===== src/rtl/mips_pkg.sv =====
// rtl/mips_pkg.sv - shared memory-size encodings and helpers for the MIPS pipeline
package mips_pkg;

  localparam logic [1:0] MEM_BYTE  = 2'b00;
  localparam logic [1:0] MEM_HALF  = 2'b01;
  localparam logic [1:0] MEM_WORD  = 2'b10;
  localparam logic [1:0] MEM_DWORD = 2'b11;

  localparam int DEF_REG_ADDR_W = 6;

  function automatic logic [3:0] size_to_bytes(input logic [1:0] mem_size);
    return 4'd1 << mem_size;
  endfunction

endpackage


===== src/rtl/ex_mem_lane_gen.sv =====
// rtl/ex_mem_lane_gen.sv - combinational byte-enable, store replication and alignment check
module ex_mem_lane_gen
  import mips_pkg::*;
#(
  parameter int  DATA_W = 32,
  localparam int BE_W   = DATA_W / 8,
  localparam int OFS_W  = $clog2(BE_W)
) (
  input  logic [OFS_W-1:0]  ofs,
  input  logic [1:0]        size,
  input  logic              rd,
  input  logic              wr,
  input  logic              valid,
  input  logic [DATA_W-1:0] store_data,
  output logic [BE_W-1:0]   byte_en,
  output logic [DATA_W-1:0] data_rep,
  output logic              misaligned
);

  logic [3:0]      nbytes;
  logic [3:0]      ofs_ext;
  logic            size_bad;
  logic            access;
  logic [BE_W-1:0] lane_mask;

  always_comb begin
    nbytes    = size_to_bytes(size);
    ofs_ext   = 4'(ofs);
    // a doubleword access cannot be served by a 32-bit datapath
    size_bad  = (size == MEM_DWORD) && (DATA_W == 32);
    access    = valid & (rd | wr);
    misaligned = access & (size_bad | ((ofs_ext & (nbytes - 4'd1)) != 4'd0));
    lane_mask = '0;
    for (int i = 0; i < BE_W; i++) lane_mask[i] = (i < int'(nbytes));
    byte_en   = (access & ~misaligned) ? (lane_mask << ofs) : '0;
    data_rep  = '0;
    for (int i = 0; i < BE_W; i++)
      data_rep[8*i +: 8] = store_data[8*(i & (int'(nbytes) - 1)) +: 8];
  end

endmodule


===== src/rtl/ex_mem_stage_reg.sv =====
// rtl/ex_mem_stage_reg.sv - EX/MEM pipeline register with stall, flush and lane logic
module ex_mem_stage_reg
  import mips_pkg::*;
#(
  parameter int  DATA_W     = 32,
  parameter int  REG_ADDR_W = DEF_REG_ADDR_W,
  localparam int BE_W       = DATA_W / 8,
  localparam int OFS_W      = $clog2(BE_W)
) (
  input  logic                  clk,
  input  logic                  rst_n,
  input  logic                  stall,
  input  logic                  flush,
  input  logic                  valid_in,
  input  logic [DATA_W-1:0]     alu_result_in,
  input  logic [REG_ADDR_W-1:0] wb_reg_in,
  input  logic [DATA_W-1:0]     store_data_in,
  input  logic                  reg_write_in,
  input  logic                  mem_read_in,
  input  logic                  mem_write_in,
  input  logic [1:0]            mem_size_in,
  input  logic                  mem_unsigned_in,
  output logic                  valid_out,
  output logic [DATA_W-1:0]     alu_result_out,
  output logic [REG_ADDR_W-1:0] wb_reg_out,
  output logic [DATA_W-1:0]     store_data_out,
  output logic [BE_W-1:0]       byte_en_out,
  output logic                  reg_write_out,
  output logic                  mem_read_out,
  output logic                  mem_write_out,
  output logic [1:0]            mem_size_out,
  output logic                  mem_unsigned_out,
  output logic                  misaligned_out,
  output logic                  fwd_valid_out
);

  logic [BE_W-1:0]   lane_be;
  logic [DATA_W-1:0] lane_data;
  logic              lane_mis;
  logic              ctl_ok;

  ex_mem_lane_gen #(.DATA_W(DATA_W)) u_lane_gen (
    .ofs        (alu_result_in[OFS_W-1:0]),
    .size       (mem_size_in),
    .rd         (mem_read_in),
    .wr         (mem_write_in),
    .valid      (valid_in),
    .store_data (store_data_in),
    .byte_en    (lane_be),
    .data_rep   (lane_data),
    .misaligned (lane_mis)
  );

  // a misaligned access keeps valid so the exception unit can claim it
  assign ctl_ok = valid_in & ~lane_mis;

  always_ff @(posedge clk or negedge rst_n) begin
    if (!rst_n) begin
      valid_out        <= 1'b0;
      alu_result_out   <= '0;
      wb_reg_out       <= '0;
      store_data_out   <= '0;
      byte_en_out      <= '0;
      reg_write_out    <= 1'b0;
      mem_read_out     <= 1'b0;
      mem_write_out    <= 1'b0;
      mem_size_out     <= 2'b00;
      mem_unsigned_out <= 1'b0;
      misaligned_out   <= 1'b0;
    end else if (flush) begin
      valid_out        <= 1'b0;
      byte_en_out      <= '0;
      reg_write_out    <= 1'b0;
      mem_read_out     <= 1'b0;
      mem_write_out    <= 1'b0;
      mem_size_out     <= 2'b00;
      mem_unsigned_out <= 1'b0;
      misaligned_out   <= 1'b0;
    end else if (!stall) begin
      valid_out        <= valid_in;
      alu_result_out   <= alu_result_in;
      wb_reg_out       <= wb_reg_in;
      store_data_out   <= lane_data;
      byte_en_out      <= lane_be;
      reg_write_out    <= ctl_ok & reg_write_in;
      mem_read_out     <= ctl_ok & mem_read_in;
      mem_write_out    <= ctl_ok & mem_write_in;
      mem_size_out     <= valid_in ? mem_size_in : 2'b00;
      mem_unsigned_out <= valid_in & mem_unsigned_in;
      misaligned_out   <= lane_mis;
    end
  end

  assign fwd_valid_out = valid_out & reg_write_out & ~mem_read_out & (wb_reg_out != '0);

endmodule


===== config.mk =====
export PLATFORM = sky130hd
export DESIGN_NAME = ex_mem_stage_reg
export DESIGN_NICKNAME = d
export VERILOG_FILES = /design/src/rtl/mips_pkg.sv /design/src/rtl/ex_mem_lane_gen.sv /design/src/rtl/ex_mem_stage_reg.sv
export SDC_FILE = /design/constraint.sdc
export NUM_CORES = 1
export LEC_CHECK = 0
export ABC_CLOCK_PERIOD_IN_PS = 2100
export CAP_MARGIN = 20
export CORE_UTILIZATION = 41
export DETAILED_ROUTE_END_ITERATION = 10
export PLACE_DENSITY = 0.8
export SLEW_MARGIN = 20
export SYNTH_ARGS = -nofsm -noshare
export SYNTH_HDL_FRONTEND = slang
export SYNTH_SLANG_ARGS = --single-unit
export TNS_END_PERCENT = 10

===== constraint.sdc =====
create_clock -name clk -period 2.1 [get_ports clk]
set_clock_uncertainty 0.2 [all_clocks]
set_input_delay 0.525 -clock clk [delete_from_list [all_inputs] [get_ports clk]]
set_output_delay 0.525 -clock clk [all_outputs]
set_load 0.05 [all_outputs]

==> qor.csv <==
metric,value,unit
status,"finished, violations left",
violations,setup timing,
grt_max_degree,39,
crit_fanout,2,
final_common_cell,nand2_1,
fp-row-count,33,
swShare,37.04,%
tightest_slew,376.7,ps
synthAdderAreaFrac,1.024,%
coreArea,8299,um^2
maxCapViolCount,0,
mostFrequentLayoutCells,"175 x nand2_1, 108 x buf_4, 82 x dfrtp_1",
cts_tree,yes,
cts_buffers,9,
syn2layout_area_growth,55.54,%
yosysWarnings,0,
final_cells,667,
final_max_slew_viol_count,0,
fmax,419.7,MHz
crit_arrival,1660,ps
synth-simple-area-share,23.27,%
synth-seq-area-share,57.91,%
cts.sinks,82,
path_class,flop to output port,
crit_path_end_kind,output port,
die_h,94.97,um
post-route-worst-setup-slack,-282.7,ps
place.gp.congestion,0.8188,
syn_area_per_cell,9.374,um^2
start_util,42.70,%
grt_usage,22.70,%
wl_per_cell,14.60,um
ys_ff_latch,82,
gr-usage-met3,4.428,%
synth_compound_area_share,7.627,%
p_leak,2.776,nW
ys_top_cells_by_area,"dfrtp_1 58%, nand2_1 19%, mux2i_1 6.8%",
slew_headroom,74.83,%
hold_viol,0,
yosysTopAreaCell,dfrtp_1,
clockRootBuffer,clkbuf_8,
switching_power,0.001727,W
seq_power_share,40.5,%
pin_count,164,
die_x,94.97,um
clkPwrFrac,24.7,%
timing.hold.ws,282.0,ps
synthMuxAreaShare,6.780,%
final_cell_area,5512,um^2
dp.cells,651,
r2r_setup_slack,1180,ps
num_antenna_cells,0,
critPathLaunchType,flop,
clk_latency,340,ps
powerDensity,845.9,nW/um^2
syn_nets,461,
syn_inst,378,
htreeDepth,3,
post_cts_buffers,0,
ir_drop,0.0003986,V
synth.cell_area,3543,um^2
port_buffers,163,
drc,0,
placed_area,5279,um^2
synthXorXnorAreaFrac,0,%
fin_crit_sh,113.5,%
worstPathRequired,1370,ps
path_clk_slew,80,ps
nNetsFinal,640,
vias,3285,
pwr-share-comb,34.7,%
setup_viol,1,
finalWirelength,9.737,mm
min_path_type,flop to flop,
antenna_found_initial,0,
dieArea,9018,um^2
synth_top_area_share,57.91,%
ant_nets,0,
drive_gt1_share,25.62,%
grt_use_met2,36.33,%
preCtsSetupSlack,-607.5,ps
setup_tns,-282.7,ps
grt_pass1_wl,15.49,mm
intPower,0.002935,W
grt_use_met1,30.09,%
cts.path.max_buffers,2,
dr.pass1.iters,4,
drt_iter0_markers,139,
grt_pass1_vias,3208,
grt-busiest-layer,met2,
rsz0062_at_grt,yes,
vias_per_cell,4.925,
yosysUniqueCellTypes,36,
overflow,0,
dp_hpwl,7.411,mm
layout_min_cycle_time,2383,ps
synth_top_family_by_area,simple AND/OR/NAND/NOR gates,
cells by family after synthesis:
| family | Yosys count |
|---|---|
| AO/OA/AOI/OAI | 41 |
| adder cells (fa/ha/maj) | 3 |
| buffers and inverters | 26 |
| flip-flops | 82 |
| multiplexers | 24 |
| AND/OR/NAND/NOR | 202 |
Yosys cell counts:
library cell,number
buf_1,1
o41ai_2,1
dfrtp_1,82
nor4_1,1
or4_4,1
maj3_2,1
or2_2,2
o21ai_0,18
and3b_1,1
nor3_1,2
a311oi_1,1
a22o_1,1
ha_1,2
or3_1,1
nor2_2,1
and3_1,1
o21bai_1,1
buf_4,1
a22oi_1,1
clkbuf_1,17
buf_2,3
or4_1,3
nand2_1,176
nor2b_1,4
o31ai_1,2
or3b_1,1
a221o_1,1
mux2i_1,24
o22ai_1,1
nor2_1,5
a21oi_1,6
inv_1,2
buf_6,2
nand3b_1,2
nand2b_1,1
o221ai_1,8
stage by stage:
stage	utilization [%]	power [W]
6_report	66.41	0.004662
5_1_grt	66.41	0.004884
4_1_cts	66.34	0.004707
2_1_floorplan	-	0.002875
3_5_place_dp	63.61	0.003537
3_3_place_gp	63.61	0.003500
metal layers:
layer	up-vias	wire, um	part of all wire, %
li1	1592	-	-
met2	128	4669	48
met3	19	661	6.8
met1	1546	4192	43
met4	0	214	2.2
met5	-	0	0
power by group through the flow:
stage | sequential, W | clock, W | combinational [W]
6_report | 0.00189 | 0.00115 | 0.00162
5_1_grt | 0.00191 | 0.00125 | 0.00172
4_1_cts | 0.00189 | 0.00119 | 0.00163
3_5_place_dp | 0.00191 | 0 | 0.00163
3_3_place_gp | 0.00191 | 0 | 0.00159
2_1_floorplan | 0.00258 | 0 | 0.000298
worst max-delay path, cell delays in order, from the launching register on:
cell,delay [ps]
dfrtp_1,390
or4_4,550
nor3_4,160
nor3_2,70
buf_6,150
worst paths after layout:
check,startpoint,end,cells past startpoint
max,wb_reg_out[3],fwd_valid_out,4
min,store_data_out[21],store_data_out[21],2
max reg2reg,wb_reg_out[3],wb_reg_out[3],3
min reg2reg,store_data_out[21],store_data_out[21],2
max in group asynchronous,rst_n,store_data_out[5],3
min in group asynchronous,rst_n,byte_en_out[3],2
sequential cells by signal, indices dropped and copies added (netlist names):
name              count
mem_write_out         1
mem_size_out          2
valid_out             1
byte_en_out           4
reg_write_out         1
alu_result_out       32
store_data_out       32
mem_read_out          1
misaligned_out        1
wb_reg_out            6
mem_unsigned_out      1
final cells by class:
class | count | area (um^2)
clock buffers | 11 | 151.4
well taps | 105 | 131.4
fillers | 691 | 2788
inverters | 2 | 10.01
repair buffers | 192 | 1680
clock inverters | 5 | 52.55
multi-input cells | 270 | 1434
flip-flops and latches | 82 | 2052
repair_timing:
item	CTS	global route
endpoints found under the hold margin	22	0
hold buffers	1	0
pin swaps	2	0
gates resized for setup	6	3
setup endpoints to repair	20	10
Note: power is estimated with default switching activity, not from simulation.
